### src/rtl/mc_ctrl_fsm_pkg.sv
// mc_ctrl_fsm_pkg: shared encodings for the multi-cycle MIPS control FSM
package mc_ctrl_fsm_pkg;

    typedef enum logic [2:0] {
        S_FETCH  = 3'd0,
        S_DECODE = 3'd1,
        S_EXEC   = 3'd2,
        S_MEM    = 3'd3,
        S_WB     = 3'd4,
        S_TRAP   = 3'd7
    } state_t;

    typedef enum logic [3:0] {
        C_RALU, C_SHIFT, C_IMM, C_LW, C_SW, C_BEQ, C_BNE, C_J, C_JAL, C_JR, C_ILL
    } iclass_t;

    localparam logic [1:0] PC_ALU = 2'b00, PC_ALUOUT = 2'b01, PC_JUMP = 2'b10, PC_RS = 2'b11;
    localparam logic [1:0] A_PC = 2'b00, A_RS = 2'b01, A_RT = 2'b10;
    localparam logic [1:0] B_RT = 2'b00, B_FOUR = 2'b01, B_IMM = 2'b10, B_IMM_SL2 = 2'b11;
    localparam logic [1:0] RD_RT = 2'b00, RD_RD = 2'b01, RD_RA = 2'b10;
    localparam logic [1:0] DR_ALUOUT = 2'b00, DR_MDR = 2'b01, DR_PC = 2'b10;

    localparam logic [5:0] OP_RTYPE = 6'h00, OP_J = 6'h02, OP_JAL = 6'h03, OP_BEQ = 6'h04,
                           OP_BNE = 6'h05, OP_ADDI = 6'h08, OP_SLTI = 6'h0A, OP_ORI = 6'h0D,
                           OP_LUI = 6'h0F, OP_LW = 6'h23, OP_SW = 6'h2B;

    localparam logic [5:0] FN_SLL = 6'h00, FN_SRL = 6'h02, FN_SRA = 6'h03, FN_JR = 6'h08,
                           FN_ADD = 6'h20, FN_ADDU = 6'h21, FN_SUB = 6'h22, FN_SUBU = 6'h23,
                           FN_AND = 6'h24, FN_OR = 6'h25, FN_SLT = 6'h2A;

    localparam int ALUOP_W = 5;
    localparam logic [ALUOP_W-1:0] ALUOP_NOP = 5'd0, ALUOP_ADD = 5'd1, ALUOP_SUB = 5'd2,
                                   ALUOP_ADDU = 5'd3, ALUOP_SUBU = 5'd4, ALUOP_AND = 5'd5,
                                   ALUOP_OR = 5'd6, ALUOP_SLT = 5'd7, ALUOP_SLL = 5'd8,
                                   ALUOP_SRL = 5'd9, ALUOP_SRA = 5'd10, ALUOP_LUI = 5'd11,
                                   ALUOP_EQL = 5'd12;

    localparam logic [1:0] TRAP_NONE = 2'b00, TRAP_ILLEGAL = 2'b01, TRAP_TIMEOUT = 2'b10;

endpackage

### src/rtl/mc_ctrl_fsm_if.sv
// mc_ctrl_fsm_if: instruction, memory handshake and datapath control bundle
interface mc_ctrl_fsm_if #(parameter int ALU_CTRL_W = 5);
    logic [5:0] opcode;
    logic [5:0] func;
    logic alu_zero;
    logic mem_ready;
    logic mem_req;
    logic mem_we;
    logic i_or_d;
    logic ir_write;
    logic pc_write;
    logic pc_write_cond;
    logic branch_ne;
    logic [1:0] pc_sel;
    logic [1:0] alu_src_a;
    logic [1:0] alu_src_b;
    logic [ALU_CTRL_W-1:0] alu_ctrl;
    logic ext_op;
    logic reg_write;
    logic [1:0] reg_dst;
    logic [1:0] data_to_reg;
    logic instr_done;
    logic trap;
    logic [1:0] trap_cause;
    logic [2:0] state_o;

    modport master (
        input  opcode, func, alu_zero, mem_ready,
        output mem_req, mem_we, i_or_d, ir_write, pc_write, pc_write_cond, branch_ne,
               pc_sel, alu_src_a, alu_src_b, alu_ctrl, ext_op, reg_write, reg_dst,
               data_to_reg, instr_done, trap, trap_cause, state_o
    );

    modport slave (
        output opcode, func, alu_zero, mem_ready,
        input  mem_req, mem_we, i_or_d, ir_write, pc_write, pc_write_cond, branch_ne,
               pc_sel, alu_src_a, alu_src_b, alu_ctrl, ext_op, reg_write, reg_dst,
               data_to_reg, instr_done, trap, trap_cause, state_o
    );
endinterface

### src/rtl/mc_ctrl_fsm_alu_decode.sv
// mc_alu_decode: opcode/func to ALU operation, extension mode and instruction class
module mc_alu_decode
    import mc_ctrl_fsm_pkg::*;
(
    input  logic [5:0]         opcode,
    input  logic [5:0]         func,
    output logic [ALUOP_W-1:0] alu_op,
    output logic               ext_op,
    output iclass_t            iclass,
    output logic               illegal
);

    // classify the instruction; anything unrecognised stays C_ILL
    always_comb begin
        alu_op = ALUOP_ADD;
        ext_op = 1'b0;
        iclass = C_ILL;
        case (opcode)
            OP_RTYPE: begin
                case (func)
                    FN_ADD:  begin alu_op = ALUOP_ADD;  iclass = C_RALU;  end
                    FN_ADDU: begin alu_op = ALUOP_ADDU; iclass = C_RALU;  end
                    FN_SUB:  begin alu_op = ALUOP_SUB;  iclass = C_RALU;  end
                    FN_SUBU: begin alu_op = ALUOP_SUBU; iclass = C_RALU;  end
                    FN_SLT:  begin alu_op = ALUOP_SLT;  iclass = C_RALU;  end
                    FN_AND:  begin alu_op = ALUOP_AND;  iclass = C_RALU;  end
                    FN_OR:   begin alu_op = ALUOP_OR;   iclass = C_RALU;  end
                    FN_SLL:  begin alu_op = ALUOP_SLL;  iclass = C_SHIFT; end
                    FN_SRL:  begin alu_op = ALUOP_SRL;  iclass = C_SHIFT; end
                    FN_SRA:  begin alu_op = ALUOP_SRA;  iclass = C_SHIFT; end
                    FN_JR:   iclass = C_JR;
                    default: iclass = C_ILL;
                endcase
            end
            OP_J:    iclass = C_J;
            OP_JAL:  iclass = C_JAL;
            OP_BEQ:  begin alu_op = ALUOP_EQL; iclass = C_BEQ; end
            OP_BNE:  begin alu_op = ALUOP_EQL; iclass = C_BNE; end
            OP_ADDI: begin alu_op = ALUOP_ADD; ext_op = 1'b1; iclass = C_IMM; end
            OP_SLTI: begin alu_op = ALUOP_SLT; ext_op = 1'b1; iclass = C_IMM; end
            OP_ORI:  begin alu_op = ALUOP_OR;  iclass = C_IMM; end
            OP_LUI:  begin alu_op = ALUOP_LUI; iclass = C_IMM; end
            OP_LW:   begin alu_op = ALUOP_ADD; ext_op = 1'b1; iclass = C_LW; end
            OP_SW:   begin alu_op = ALUOP_ADD; ext_op = 1'b1; iclass = C_SW; end
            default: iclass = C_ILL;
        endcase
        illegal = (iclass == C_ILL);
    end

endmodule

### src/rtl/mc_ctrl_fsm.sv
// mc_ctrl_fsm: multi-cycle MIPS control sequencer with memory timeout and illegal-op trap
module mc_ctrl_fsm
    import mc_ctrl_fsm_pkg::*;
#(
    parameter int ALU_CTRL_W  = 5,
    parameter int MEM_TIMEOUT = 15,
    parameter int TO_W        = 8
) (
    input logic            clk,
    input logic            rst,
    mc_ctrl_fsm_if.master  bus
);

    state_t             state_q, state_d;
    iclass_t            cls_q, cls_d, dec_cls;
    logic [ALUOP_W-1:0] aop_q, aop_d, dec_aop, aop;
    logic               ext_q, ext_d, dec_ext, dec_ill;
    logic [TO_W-1:0]    wait_q, wait_d;
    logic               trap_q, trap_d;
    logic [1:0]         cause_q, cause_d;
    logic               waiting, timeout, jmp, br;

    mc_alu_decode u_dec (
        .opcode (bus.opcode),
        .func   (bus.func),
        .alu_op (dec_aop),
        .ext_op (dec_ext),
        .iclass (dec_cls),
        .illegal(dec_ill)
    );

    // state, latched instruction class and trap status
    always_ff @(posedge clk or negedge rst) begin
        if (!rst) begin
            state_q <= S_FETCH;
            cls_q   <= C_RALU;
            aop_q   <= ALUOP_NOP;
            ext_q   <= 1'b0;
            wait_q  <= '0;
            trap_q  <= 1'b0;
            cause_q <= TRAP_NONE;
        end else begin
            state_q <= state_d;
            cls_q   <= cls_d;
            aop_q   <= aop_d;
            ext_q   <= ext_d;
            wait_q  <= wait_d;
            trap_q  <= trap_d;
            cause_q <= cause_d;
        end
    end

    // next state; the trap fires on the MEM_TIMEOUT-th consecutive not-ready cycle
    always_comb begin
        waiting = (state_q == S_FETCH || state_q == S_MEM) && !bus.mem_ready;
        timeout = waiting && (wait_q == TO_W'(MEM_TIMEOUT - 1));
        wait_d  = waiting ? wait_q + 1'b1 : '0;
        cls_d   = cls_q;
        aop_d   = aop_q;
        ext_d   = ext_q;
        state_d = state_q;
        case (state_q)
            S_FETCH:  state_d = timeout ? S_TRAP : bus.mem_ready ? S_DECODE : S_FETCH;
            S_DECODE: begin
                cls_d   = dec_cls;
                aop_d   = dec_aop;
                ext_d   = dec_ext;
                state_d = dec_ill ? S_TRAP : (dec_cls inside {C_J, C_JAL}) ? S_FETCH : S_EXEC;
            end
            S_EXEC:   state_d = (cls_q inside {C_BEQ, C_BNE, C_JR}) ? S_FETCH :
                                (cls_q inside {C_LW, C_SW}) ? S_MEM : S_WB;
            S_MEM:    state_d = timeout ? S_TRAP : !bus.mem_ready ? S_MEM :
                                (cls_q == C_LW) ? S_WB : S_FETCH;
            S_WB:     state_d = S_FETCH;
            default:  state_d = S_TRAP;
        endcase
        trap_d  = trap_q || (state_d == S_TRAP);
        cause_d = timeout ? TRAP_TIMEOUT :
                  (state_q == S_DECODE && dec_ill) ? TRAP_ILLEGAL : cause_q;
    end

    // Moore control decode, forced idle while reset is held so nothing writes on the reset edge
    always_comb begin
        bus.mem_req       = 1'b0;
        bus.mem_we        = 1'b0;
        bus.i_or_d        = 1'b0;
        bus.ir_write      = 1'b0;
        bus.pc_write      = 1'b0;
        bus.pc_write_cond = 1'b0;
        bus.branch_ne     = 1'b0;
        bus.pc_sel        = PC_ALU;
        bus.alu_src_a     = A_PC;
        bus.alu_src_b     = B_RT;
        bus.ext_op        = 1'b0;
        bus.reg_write     = 1'b0;
        bus.reg_dst       = RD_RT;
        bus.data_to_reg   = DR_ALUOUT;
        bus.instr_done    = 1'b0;
        aop               = ALUOP_NOP;
        jmp               = 1'b0;
        br                = 1'b0;
        if (rst) begin
            case (state_q)
                S_FETCH: begin
                    bus.mem_req   = 1'b1;
                    bus.ir_write  = bus.mem_ready;
                    bus.pc_write  = bus.mem_ready;
                    bus.alu_src_b = B_FOUR;
                    aop           = ALUOP_ADDU;
                end
                S_DECODE: begin
                    jmp             = dec_cls inside {C_J, C_JAL};
                    bus.alu_src_b   = B_IMM_SL2;
                    bus.ext_op      = 1'b1;
                    aop             = ALUOP_ADD;
                    bus.pc_write    = jmp;
                    bus.instr_done  = jmp;
                    bus.pc_sel      = jmp ? PC_JUMP : PC_ALU;
                    bus.reg_write   = (dec_cls == C_JAL);
                    bus.reg_dst     = (dec_cls == C_JAL) ? RD_RA : RD_RT;
                    bus.data_to_reg = (dec_cls == C_JAL) ? DR_PC : DR_ALUOUT;
                end
                S_EXEC: begin
                    br                = cls_q inside {C_BEQ, C_BNE};
                    jmp               = (cls_q == C_JR);
                    bus.alu_src_a     = (cls_q == C_SHIFT) ? A_RT : A_RS;
                    bus.alu_src_b     = (br || cls_q == C_RALU) ? B_RT : B_IMM;
                    bus.ext_op        = ext_q;
                    aop               = aop_q;
                    bus.pc_write_cond = br;
                    bus.branch_ne     = (cls_q == C_BNE);
                    bus.pc_write      = jmp;
                    bus.pc_sel        = jmp ? PC_RS : br ? PC_ALUOUT : PC_ALU;
                    bus.instr_done    = br || jmp;
                end
                S_MEM: begin
                    bus.mem_req    = 1'b1;
                    bus.i_or_d     = 1'b1;
                    bus.mem_we     = (cls_q == C_SW);
                    bus.instr_done = (cls_q == C_SW) && bus.mem_ready;
                end
                S_WB: begin
                    bus.reg_write   = 1'b1;
                    bus.instr_done  = 1'b1;
                    bus.reg_dst     = (cls_q inside {C_RALU, C_SHIFT}) ? RD_RD : RD_RT;
                    bus.data_to_reg = (cls_q == C_LW) ? DR_MDR : DR_ALUOUT;
                end
                default: ;
            endcase
        end
    end

    assign bus.alu_ctrl   = ALU_CTRL_W'(aop);
    assign bus.trap       = trap_q;
    assign bus.trap_cause = cause_q;
    assign bus.state_o    = state_q;

endmodule

### src/flat_wrapper.sv
// flat-port wrapper written by rule: the top's interface ports become plain ports
module mc_ctrl_fsm_flat import mc_ctrl_fsm_pkg::*;
#(
    parameter int ALU_CTRL_W  = 5,
    parameter int MEM_TIMEOUT = 15,
    parameter int TO_W        = 8
)
  (clk, rst, bus_opcode, bus_func, bus_alu_zero, bus_mem_ready, bus_mem_req, bus_mem_we, bus_i_or_d, bus_ir_write, bus_pc_write, bus_pc_write_cond, bus_branch_ne, bus_pc_sel, bus_alu_src_a, bus_alu_src_b, bus_alu_ctrl, bus_ext_op, bus_reg_write, bus_reg_dst, bus_data_to_reg, bus_instr_done, bus_trap, bus_trap_cause, bus_state_o);
  mc_ctrl_fsm_if #(.ALU_CTRL_W(ALU_CTRL_W)) bus_i ();
  input logic clk;
  input logic rst;
  input wire logic [$bits(bus_i.opcode)-1:0] bus_opcode;
  input wire logic [$bits(bus_i.func)-1:0] bus_func;
  input wire logic [$bits(bus_i.alu_zero)-1:0] bus_alu_zero;
  input wire logic [$bits(bus_i.mem_ready)-1:0] bus_mem_ready;
  output wire logic [$bits(bus_i.mem_req)-1:0] bus_mem_req;
  output wire logic [$bits(bus_i.mem_we)-1:0] bus_mem_we;
  output wire logic [$bits(bus_i.i_or_d)-1:0] bus_i_or_d;
  output wire logic [$bits(bus_i.ir_write)-1:0] bus_ir_write;
  output wire logic [$bits(bus_i.pc_write)-1:0] bus_pc_write;
  output wire logic [$bits(bus_i.pc_write_cond)-1:0] bus_pc_write_cond;
  output wire logic [$bits(bus_i.branch_ne)-1:0] bus_branch_ne;
  output wire logic [$bits(bus_i.pc_sel)-1:0] bus_pc_sel;
  output wire logic [$bits(bus_i.alu_src_a)-1:0] bus_alu_src_a;
  output wire logic [$bits(bus_i.alu_src_b)-1:0] bus_alu_src_b;
  output wire logic [$bits(bus_i.alu_ctrl)-1:0] bus_alu_ctrl;
  output wire logic [$bits(bus_i.ext_op)-1:0] bus_ext_op;
  output wire logic [$bits(bus_i.reg_write)-1:0] bus_reg_write;
  output wire logic [$bits(bus_i.reg_dst)-1:0] bus_reg_dst;
  output wire logic [$bits(bus_i.data_to_reg)-1:0] bus_data_to_reg;
  output wire logic [$bits(bus_i.instr_done)-1:0] bus_instr_done;
  output wire logic [$bits(bus_i.trap)-1:0] bus_trap;
  output wire logic [$bits(bus_i.trap_cause)-1:0] bus_trap_cause;
  output wire logic [$bits(bus_i.state_o)-1:0] bus_state_o;
  assign bus_i.opcode = bus_opcode;
  assign bus_i.func = bus_func;
  assign bus_i.alu_zero = bus_alu_zero;
  assign bus_i.mem_ready = bus_mem_ready;
  assign bus_mem_req = bus_i.mem_req;
  assign bus_mem_we = bus_i.mem_we;
  assign bus_i_or_d = bus_i.i_or_d;
  assign bus_ir_write = bus_i.ir_write;
  assign bus_pc_write = bus_i.pc_write;
  assign bus_pc_write_cond = bus_i.pc_write_cond;
  assign bus_branch_ne = bus_i.branch_ne;
  assign bus_pc_sel = bus_i.pc_sel;
  assign bus_alu_src_a = bus_i.alu_src_a;
  assign bus_alu_src_b = bus_i.alu_src_b;
  assign bus_alu_ctrl = bus_i.alu_ctrl;
  assign bus_ext_op = bus_i.ext_op;
  assign bus_reg_write = bus_i.reg_write;
  assign bus_reg_dst = bus_i.reg_dst;
  assign bus_data_to_reg = bus_i.data_to_reg;
  assign bus_instr_done = bus_i.instr_done;
  assign bus_trap = bus_i.trap;
  assign bus_trap_cause = bus_i.trap_cause;
  assign bus_state_o = bus_i.state_o;
  mc_ctrl_fsm #(.ALU_CTRL_W(ALU_CTRL_W), .MEM_TIMEOUT(MEM_TIMEOUT), .TO_W(TO_W)) u_core (.clk(clk), .rst(rst), .bus(bus_i));
endmodule
### config.mk
export PLATFORM = sky130hd
export DESIGN_NAME = mc_ctrl_fsm_flat
export DESIGN_NICKNAME = d
export VERILOG_FILES = /design/src/rtl/mc_ctrl_fsm_pkg.sv /design/src/rtl/mc_ctrl_fsm_if.sv /design/src/rtl/mc_ctrl_fsm_alu_decode.sv /design/src/rtl/mc_ctrl_fsm.sv /design/src/flat_wrapper.sv
export SDC_FILE = /design/constraint.sdc
export NUM_CORES = 1
export LEC_CHECK = 0
export BUFFER_PORTS_ARGS = -buffer_cell sky130_fd_sc_hd__buf_2
export CORE_MARGIN = 4
export CORE_UTILIZATION = 49
export DETAILED_ROUTE_END_ITERATION = 16
export PLACE_DENSITY = 0.83
export SYNTH_ARGS = -nofsm -noshare
export SYNTH_HDL_FRONTEND = slang
export SYNTH_HIERARCHICAL = 1
export SYNTH_SLANG_ARGS = --single-unit
### constraint.sdc
create_clock -name clk -period 3.8 [get_ports clk]
set_input_delay 0.95 -clock clk [delete_from_list [all_inputs] [get_ports clk]]
set_output_delay 0.95 -clock clk [all_outputs]
set_load 0.1 [all_outputs]
==> metrics.md, run 1 <==
| Metric | Value |
|---|---|
| Outcome | finished, violations left |
| Failing checks | setup timing |
| Dpl ws | -0.5196 ns |
| GR Util All Layers | 20.97% |
| DIE HEIGHT | 72.48 µm |
| Share of power burned in registers | just under 50% |
| Nets@finish | 337 |
| TritonCTS clock tree | done |
| Critical Path RT | 2.85 ns |
| First-pass GRT wire length | 9142 µm |
| Switching share of power | ~25% |
| Post-CTS Hold Fix Bufs | 0 |
| Most common cell after layout, fill and taps aside | buf_4 |
| Core area | 4000 µm² |
| Io pins | 47 |
| WL final | 5323 µm |
| Power Internal | 0.3927 mW |
| M1 WL | approximately 2300 µm |
| Skew final | roughly 0.0016 ns |
| Synth Warn # | 6 |
| RSZ-0062 raised after global routing | yes |
| Comb pwr share | 18.8% |
| Final period utilization | 113.1% |
| Highest routed layer | met4 |
| CP max-delay cell | or4_4 |
| Net Sw Power | roughly 0.13 mW |
| Minimum clock period | 4.299 ns |
| Crit path capture type | output pin |
| Commonest non-fill, non-tap cells in the layout | 36 x buf_4, 33 x buf_2, 26 x nor2_1 |
| Clk slew on worst S/H paths | 0.08 ns |
| Worst IR Drop VDD | about 0.12 mV |
| Clock buffer depth | 2 |
| Antenna Nets Post-Route | 0 |
| Rows | 23 |
| Fin Setup TNS | -2.319 ns |
| CP cell instances | buf_6, or3_4, nor4_4, nand2b_1, or4_4, o32ai_4, nand4b_1, a21boi_2, a41oi_2, o22ai_4, buf_12 |
| Pleak | 1.261 nW |
| Worst Tran Pin Value | 0.6623 ns |
| H-tree depth | 1 |
| Number of global-route vias before repair | approximately 2100 |
| Synth Flop Type | dfrtp_1 |
| Slowest stage delay, CP | 0.52 ns |
| CTS root buf | clkbuf_8 |
| Hold Fails Final Rpt | 0 |
| Dpl hpwl | 4133 µm |
| Post-Syn Area | 2037 µm² |
| PnR worst setup slack | -0.4994 ns |
| Overflow after GRT | 0 |
| Class of the worst hold path | reg2reg |
| Crit path max fanout | 4 |
| Power density cells | around 180 nW/µm² |
| Worst setup path class | in2out |
| Max_cap viols | 0 |
| CP arrival | 3.35 ns |
| Syn Inst Count | 252 |
| Distinct cells, synth | 64 |
| I/O Buffers | 45 |
| Met3 Wirelength | 239 µm |
| DRC violations left | 0 |
| Largest net degree at the start of global routing | 22 |
| RePlAce Congestion | 0.8495 |
| Worst-Skew Late Latency | about 0.26 ns |
| Post-DR vias/cell | 5.560 |
| Met2 wire len | 2776 µm |
| Post-synth EDFFs | 0 |
| Wire per inst | around 14 µm |
| Die area | 5253 µm² |
| Sequential area share after synthesis | 29.48% |
| Clock Power Share | 32.3% |
| Initial antenna violation count | 0 |
| TritonCTS Buffers | 3 |
| # diodes | 0 |
| Synthesized area per cell | approximately 8.1 µm² |
| Async S/R FF share, synth | 100.0% |
| Area grow syn2layout | 40.91% |
| Share of layout cells above drive strength 1 | 37.74% |
| # setup viols final | 6 |
| Width of the die | 72.48 µm |
| Worst slew margin | 55.66% |
| Pre-Repair DR Iteration Count | 4 |
| Slew Limit Fails | 0 |
| FMAX | 0.2326 GHz |
| Sink Count | 24 |
| Via Count | 2046 |
| Startpoint types | primary input |
| Synthesis-stage register bit count | 24 |
| Initial DRC count | 109 |
| Syn Nets | 270 |
| Initial Util | between 50% and 60% |
cells in the mapped netlist, types with 4 or more instances:
| library cell | number | area share, % |
|---|---|---|
| a21oi_1 | 9 | 2.2 |
| buf_2 | 8 | 2.0 |
| xor2_1 | 7 | 3.0 |
| nand2_1 | 20 | 3.7 |
| mux2_1 | 7 | 3.9 |
| clkbuf_1 | 8 | 1.5 |
| nor2_1 | 29 | 5.3 |
| nor3_1 | 5 | 1.2 |
| nand2b_1 | 9 | 2.8 |
| o21ai_0 | 15 | 3.7 |
| xnor2_1 | 4 | 1.7 |
| a31oi_1 | 6 | 1.8 |
| dfrtp_1 | 24 | 29 |
| and3_1 | 6 | 1.8 |
| nor2b_1 | 4 | 1.2 |
| and2_1 | 5 | 1.5 |
| nand3_1 | 8 | 2.0 |
| inv_1 | 11 | 2.0 |
final timing paths:
| kind | startpoint | to | slack (ns) | depth (start not counted) |
|---|---|---|---|---|
| worst max-delay path | bus_opcode[1] | bus_pc_write | -0.50 | 11 |
| worst min-delay path | u_core/bus.trap_cause[1] | u_core/bus.trap_cause[1] | 0.49 | 1 |
| worst max register to register | u_core/bus.state_o[0] | u_core/aop_q[4] | 1.77 | 3 |
| worst min register to register | u_core/bus.trap_cause[1] | u_core/bus.trap_cause[1] | 0.49 | 1 |
| max in group asynchronous | rst | u_core/wait_q[7] | 2.91 | 2 |
| min in group asynchronous | rst | u_core/bus.state_o[2] | 0.63 | 2 |
area by class of cell:
type | count | area, µm²
inverters | 11 | 45.04
well taps | 50 | 62.56
flip-flops and latches | 24 | 600.6
fillers | 302 | 1130
repair buffers | 82 | 655.6
multi-input cells | 197 | 1451
clock buffers | 4 | 55.05
metrics by stage:
stage	cell area, µm²	power (mW)	hold slack, ns	std cells	utilization (%)
detailed placement	2730	0.3540	0.4692	358	68.25
finish	2870	0.5218	0.4949	368	71.75
CTS	2845	0.5246	0.4962	366	71.13
global placement	2730	0.3510	0.4594	358	68.25
global route	2870	0.5465	0.5103	368	71.75
floorplan	2202	0.3092	0.4496	252	-
worst max-delay path, delay by kind of cell:
| family | cells | cell delay (ns) |
|---|---|---|
| buffers and inverters | 2 | 0.29 |
| AOI/OAI and AO/OA | 4 | 0.68 |
| and+or+nand+nor | 5 | 1.43 |
what timing repair did:
item | 4_1_cts | 5_1_grt
pin swaps | 3 | 2
setup buffers | 4 | 3
resized for setup | 8 | 2
hold endpoints to repair | 0 | 0
setup endpoints to repair | 6 | 6
per-layer routing:
metal / track usage, % / up-vias
met2: 37.11 / 53
met1: 27.35 / 961
met3: 2.078 / 2
met5: 0 / -
met4: 5.328 / 0
li1: - / 1030
sequential cells by signal (all words and copies together), names as in the netlist:
name / count
u_core/bus.trap_cause: 2
u_core/cls_q: 4
u_core/wait_q: 8
u_core/bus.trap: 1
u_core/bus.state_o: 3
u_core/aop_q: 5
u_core/ext_q: 1
power groups by stage:
stage                     clock network [mW]  logic (mW)  registers (mW)
after floorplan                            0      0.0489           0.260
after CTS                              0.174      0.0959           0.255
after global placement                     0      0.0908           0.260
after detailed placement                   0      0.0938           0.260
final                                  0.168      0.0983           0.255
after global routing                   0.183       0.109           0.255
cell families after synthesis:
family / count (synthesis) / synth area share [%]
fa+ha+maj: 2 / 1.228
flops: 24 / 29.48
compound gates: 58 / 18.61
mux: 8 / 4.423
simple gates: 117 / 34.03
other cells: 1 / 0.1841
buf+inv: 31 / 7.309
xor+xnor: 11 / 4.730
Power figures use the tool's default switching activity.
==> run 2, diff against run 1 <==
- CORE_UTILIZATION: 49 -> 54
- PLACE_DENSITY: 0.83 -> 0.86
- clock period: 3.8 -> 4.45 ns (I/O delays scaled with it)
==> run 2 against run 1 <==
The flow still finishes with violations (setup timing); clock-buffer cell count shrank 1; clock power is 15% higher; register-to-register slack better by 0.56 ns; core utilization grew 7.7 points; via count up 7.5%; final area is 1.3% higher; wire length up 15%; setup slack improved by 0.25 ns; critical path depth rose by 1; total power fell by 5.4%; first-iteration DRC count up 52%; sequential power decreased by 15%.
==> metrics.md, run 2 (synthesis results as in run 1) <==
| Metric | Value |
|---|---|
| Outcome | finished, violations left |
| Failing checks | setup timing |
| RR Endpoint | u_core/aop_q[2] |
| Setup crit start | bus_opcode[1] |
| Die area | 4818 µm² (-8.3%) |
| Crit path max fanout | 3 (-1) |
| Initial DRC count | 166 (+52%) |
| Hold Fails Final Rpt | 0 (unchanged) |
| Largest net degree at the start of global routing | 30 (+36%) |
| Worst IR Drop VDD | 0.1219 mV (-1.6%) |
| Io pins | 47 (unchanged) |
| Worst-Skew Late Latency | 0.27 ns (about the same) |
| Minimum clock period | around 4.7 ns |
| Wire per inst | 16.31 µm (+13%) |
| H-tree depth | 1 (unchanged) |
| Post-DR vias/cell | 5.848 (+5.2%) |
| Top flop regs | u_core/wait_q x8, u_core/aop_q x5, u_core/cls_q x4 |
| PnR worst setup slack | -0.2458 ns (+0.2536 ns) |
| Max reg flops | 8 (unchanged) |
| Initial Util | 55.64% (+4.7 points) |
| Final Non-Filler Cells | 376 (+2.2%) |
| Initial antenna violation count | 0 (unchanged) |
| Nets@finish | 347 (+3.0%) |
| Width of the die | 69.42 µm (-4.2%) |
| TritonCTS Buffers | 3 (unchanged) |
| End point of the critical path | bus_instr_done |
| Reg2reg start | u_core/bus.state_o[0] |
| DIE HEIGHT | 69.42 µm (-4.2%) |
| Sink Count | 24 (unchanged) |
| CP arrival | 3.58 ns (+0.23 ns) |
| Slew Limit Fails | 0 (unchanged) |
| WL final | 6133 µm (+15%) |
| Share of layout cells above drive strength 1 | 38.41% (+0.68 points) |
| Startpoint types | primary input |
| GR Util All Layers | 25.65% (+4.7 points) |
| Placed insts | 347 (-3.1%) |
| CP max-delay cell | or4_4 |
| Clock buffer depth | 2 (unchanged) |
| Final period utilization | 105.5% |
| Area grow syn2layout | 42.75% |
| Clk slew on worst S/H paths | 0.08 ns (about the same) |
| RSZ-0062 raised after global routing | yes |
| FMAX | 0.2130 GHz |
| Antenna Nets Post-Route | 0 (unchanged) |
| # diodes | 0 (unchanged) |
| Commonest non-fill, non-tap cells in the layout | 45 x buf_4, 37 x buf_2, 28 x nor2_1 |
| Top reg by flops | u_core/wait_q |
| Hold Startpoint | u_core/aop_q[0] |
| RePlAce Congestion | 0.8657 (+1.9%) |
| # setup viols final | 6 (unchanged) |
| CP cell instances | buf_6, or3_4, nor4_4, nand2b_1, or4_4, o32ai_4, nand4b_1, a21boi_2, buf_4, a31oi_4, o2bb2ai_4, buf_12 |
| DRC violations left | 0 (unchanged) |
| Number of global-route vias before repair | 2097 (+0.91%) |
| Core area | 3661 µm² (-8.5%) |
| Worst Tran Pin Value | 0.7999 ns (+0.1376 ns) |
| Power density cells | 169.7 nW/µm² (-6.6%) |
| Worst slew margin | 46.44% (-9.2 points) |
| Reg2reg setup slack | 2.33 ns (+0.56 ns) |
| Overflow after GRT | 0 (unchanged) |
| Via Count | 2199 (+7.5%) |
| I/O Buffers | 45 (unchanged) |
| Layout fillers | 226 (-25%) |
| TritonCTS clock tree | done |
| Pre-Repair DR Iteration Count | 4 (unchanged) |
| Dpl hpwl | 3939 µm (-4.7%) |
| R2r worst-path depth | 3 (unchanged) |
| Crit path capture type | output pin |
| Max_cap viols | 0 (unchanged) |
| Worst setup path class | in2out |
| First-pass GRT wire length | 10070 µm (+10%) |
| Total power draw | 0.4935 mW (-5.4%) |
| Skew final | 0.003170 ns (+0.001523 ns) |
| CTS root buf | clkbuf_8 |
| Final design utilization | 79.43% (+7.7 points) |
| Most common cell after layout, fill and taps aside | buf_4 |
| Class of the worst hold path | reg2reg |
| Critical Path RT | 3.34 ns (+0.49 ns) |
| Slowest stage delay, CP | 0.53 ns (about the same) |
| Rows | 22 (-4.3%) |
| Pleak | 1.297 nW (+2.9%) |
==> run 2: changes by cell type in the layout (fill, tap and decap cells not counted), moves of 2 or more <==
cell	before	now
buf_2	33	37
o21ai_0	15	13
nor2_2	2	0
nor2_1	26	28
buf_12	8	6
buf_4	36	45
nor4b_4	2	0
==> run 2: per-stage QoR <==
| step | setup TNS, ns | worst slack [ns] | area [µm²] | hold slack, ns |
|---|---|---|---|---|
| global placement | -0.3074 | -0.1540 | 2579 | 0.4607 |
| global route | -1.200 | -0.2899 | 2908 | 0.5160 |
| CTS | -0.3744 | -0.1628 | 2878 | 0.4966 |
| detailed placement | -0.6050 | -0.2589 | 2579 | 0.4780 |
| finish | -0.8395 | -0.2458 | 2908 | 0.4977 |
| floorplan | -3.080 | -1.355 | 2160 | 0.4496 |
==> run 2: cell type report <==
class | count | area, µm² | area share [%]
sequential | 24 | 600.6 | 20.65
timing repair buffer | 92 | 688.2 | 23.67
clock buffer | 3 | 41.29 | 1.420
multi-input combinational | 197 | 1443 | 49.61
inverter | 11 | 45.04 | 1.549
clock inverter | 1 | 30.03 | 1.033
tap | 48 | 60.06 | 2.065
==> run 2: worst min-delay path by stage <==
stage	to	slack, ns	depth (start not counted)
after floorplan	u_core/aop_q[2]	0.45	1
after global placement	u_core/aop_q[2]	0.46	1
after detailed placement	u_core/aop_q[0]	0.48	1
after CTS	u_core/aop_q[0]	0.50	1
after global routing	u_core/aop_q[4]	0.52	1
final	u_core/aop_q[0]	0.50	1
==> run 2: timing repair <==
action                                  CTS  global route
pin swaps                                 2             2
hold buffers                              0             0
buffers inserted                         25             1
resized for setup                         9             5
endpoints found under the setup margin    3             7
==> run 2: report_power, final <==
group          total [mW]  leakage [nW]  switching, mW  internal (mW)
clock network       0.193        0.0357         0.0722          0.120
logic              0.0830         0.962         0.0472         0.0358
registers           0.218         0.299              0          0.218
==> run 2: metal layers <==
layer	track usage, %	share of wire [%]	up-vias
met4	11.28	3.6	0
met1	30.14	38	1034
met2	45.34	52	101
li1	-	-	1044
met3	4.493	6.6	20
met5	0	0	-
==> run 2: worst max-delay path: cells and delay by family <==
| family | cells | cell delay [ns] |
|---|---|---|
| AOI/OAI and AO/OA | 4 | 0.60 |
| and+or+nand+nor | 5 | 1.43 |
| buffers and inverters | 3 | 0.44 |
==> run 3, diff against run 2 <==
- REMOVE_ABC_BUFFERS: not set -> 1
==> run 3 against run 2 <==
Final area did not move; clock-buffer cell count did not move; critical path type unchanged; total power rose by 2.8%; largest cell class unchanged; cell count rose by 1.6%; largest power group unchanged; critical path depth did not move; fmax fell by 0.54%; highest routed layer unchanged; the flow still finishes with violations (setup timing); global-route usage rose by 1.7 points; clock skew rose by 0.0012 ns; hold slack got worse by 0.0085 ns; register-to-register slack improved by 0.20 ns; non-clock buffer count rose by 6.
==> metrics.md, run 3 (synthesis results as in run 1) <==
| Metric | Value |
|---|---|
| Most common cell after layout, fill and taps aside | buf_4 |
| I/O Buffers | 45 (unchanged) |
| FMAX | 0.2118 GHz (-0.54%) |
| # setup viols final | 3 (-3) |
| RSZ-0062 raised after global routing | yes |
| Wire per inst | 18.47 µm (+13%) |
| Overflow after GRT | 0 (unchanged) |
| Die area | 4818 µm² (unchanged) |
| TritonCTS clock tree | done |
| Failing checks | setup timing |
| GR Util All Layers | 27.34% (+1.7 points) |
| # diodes | 0 (unchanged) |
| Slew Limit Fails | 0 (unchanged) |
| Io pins | 47 (unchanged) |
| CP arrival | 3.61 ns (+0.03 ns) |
| Worst-Skew Late Latency | 0.27 ns (about the same) |
| Width of the die | 69.42 µm (unchanged) |
| First-pass GRT wire length | 10760 µm (+6.8%) |
| Logic depth of the worst path, buffers included | 12 (unchanged) |
| Max reg flops | 8 (unchanged) |
| Nets@finish | 353 (+1.7%) |
| Crit path max fanout | 2 (-1) |
| Reg2reg setup slack | 2.53 ns (+0.20 ns) |
| Skew final | 0.004336 ns (+0.001166 ns) |
| Top reg by flops | u_core/wait_q |
| Worst Tran Pin Value | 0.5469 ns (-0.2530 ns) |
| Placed cell areas | 2560 µm² (-0.73%) |
| Number of global-route vias before repair | 2271 (+8.3%) |
| CTS root buf | clkbuf_8 |
| Reg2reg start | u_core/bus.state_o[1] |
| Post-DR vias/cell | 6.348 (+8.5%) |
| PnR worst setup slack | -0.2713 ns (-0.02550 ns) |
| CP cell instances | buf_6, or3_4, nor4_4, buf_4, nand2b_4, or4_4, o32ai_4, nand4b_1, a21boi_4, a41oi_2, o22ai_2, buf_12 |
| Startpoint types | primary input |
| Layout fillers | 206 (-8.8%) |
| RePlAce Congestion | 0.8565 (-1.1%) |
| WL final | 7055 µm (+15%) |
| Min Hold Slack | 0.4892 ns (-0.008510 ns) |
| Worst Hold Depth | 1 (unchanged) |
| Largest net degree at the start of global routing | 23 (-23%) |
| Via Count | 2425 (+10%) |
| Sink Count | 24 (unchanged) |
| Initial antenna violation count | 0 (unchanged) |
| DRC violations left | 0 (unchanged) |
| Hold Fails Final Rpt | 0 (unchanged) |
| Top flop regs | u_core/wait_q x8, u_core/aop_q x5, u_core/cls_q x4 |
| FF/Latch Area | 600.6 µm² (unchanged) |
| Gr busiest metal | met2 |
| Crit path capture type | output pin |
| Placed insts | 359 (+3.5%) |
| Initial DRC count | 246 (+48%) |
| Final Non-Filler Cells | 382 (+1.6%) |
| Met2 Usage GRT | 45.34% (unchanged) |
| Setup crit start | bus_opcode[1] |
| Pleak | 1.335 nW (+2.9%) |
| WP buf/inv | 3 (unchanged) |
| Slowest stage delay, CP | 0.51 ns (-0.02 ns) |
| Area of the multi-input gates | 1403 µm² (-2.8%) |
| Core area | 3661 µm² (unchanged) |
| Max_cap viols | 0 (unchanged) |
| Pre-Repair DR Iteration Count | 5 (+1) |
| Final Cell Area | 2908 µm² (unchanged) |
| GR Layer Usage met3 | 5.652% (+1.2 points) |
| Dpl hpwl | 4058 µm (+3.0%) |
| CP max-delay cell | or4_4 |
| Worst IR Drop VDD | 0.3666 mV (+200%) |
| DIE HEIGHT | 69.42 µm (unchanged) |
| Power density cells | 174.5 nW/µm² (+2.8%) |
| Worst setup path class | in2out |
| Final period utilization | 106.1% (+0.57 points) |
| Minimum clock period | 4.721 ns (+0.02550 ns) |
| CP delay by family, top | simple AND/OR/NAND/NOR gates |
| Initial Util | 55.64% (unchanged) |
| Commonest non-fill, non-tap cells in the layout | 53 x buf_4, 36 x buf_2, 27 x nor2_1 |
| H-tree depth | 1 (unchanged) |
| Area grow syn2layout | 42.75% (unchanged) |
| Antenna Nets Post-Route | 0 (unchanged) |
| Share of layout cells above drive strength 1 | 38.92% (+0.51 points) |
| Outcome | finished, violations left |
| Clock buffer depth | 2 (unchanged) |
| Rows | 22 (unchanged) |
| Critical Path RT | 3.34 ns (about the same) |
| R2r worst-path depth | 3 (unchanged) |
| Class of the worst hold path | reg2reg |
| Clk slew on worst S/H paths | 0.09 ns (about the same) |
| Hold Startpoint | u_core/bus.trap_cause[1] |
| M1 GR Usage | 32.45% (+2.3 points) |
| Worst slew margin | 63.54% (+17 points) |
| TritonCTS Buffers | 3 (unchanged) |
==> run 3: cell types whose count changed in the layout (fill, tap and decap cells not counted), sizes merged <==
cell	before	now
clkinvlp	1	0
inv	10	11
buf	92	98
==> run 3: what timing repair did <==
item	CTS	global route
gates resized for setup	14	13
pin swaps	6	3
setup endpoints to repair	3	10
setup buffers	18	3
hold buffers	0	0
==> run 3: cell type report <==
type,count,area share (%)
Multi-Input combinational cell,197,48.24
Timing Repair Buffer,98,25.17
Sequential cell,24,20.65
Tap cell,48,2.065
Clock buffer,3,1.420
Inverter,11,1.420
Clock inverter,1,1.033
==> run 3: final timing paths <==
path,end
min in group asynchronous,u_core/bus.state_o[0]
min reg2reg,u_core/bus.trap_cause[1]
max in group asynchronous,u_core/aop_q[0]
max,bus_pc_write
min,u_core/bus.trap_cause[1]
max reg2reg,u_core/bus.trap
==> run 3: metrics by stage <==
stage / total power [mW] / setup slack (ns) / setup TNS [ns] / utilization, %
2_1_floorplan: 0.2504 / -2.573 / -10.39 / -
3_3_place_gp: 0.2982 / -0.3090 / -0.8093 / 69.92
3_5_place_dp: 0.3004 / -0.3811 / -0.9823 / 69.92
4_1_cts: 0.4983 / -0.07866 / -0.2546 / 77.55
5_1_grt: 0.5266 / -0.3647 / -1.220 / 79.43
6_report: 0.5073 / -0.2713 / -0.7940 / 79.43
==> run 3: metal layers <==
layer	share of wire [%]	up-vias
met4	4.9	0
met5	0	-
li1	-	1059
met3	8.9	39
met1	40	1154
met2	46	173
==> run 3: where the power goes <==
part	internal [mW]	switching [mW]
registers	0.218	0
logic	0.0433	0.0528
clock network	0.120	0.0730
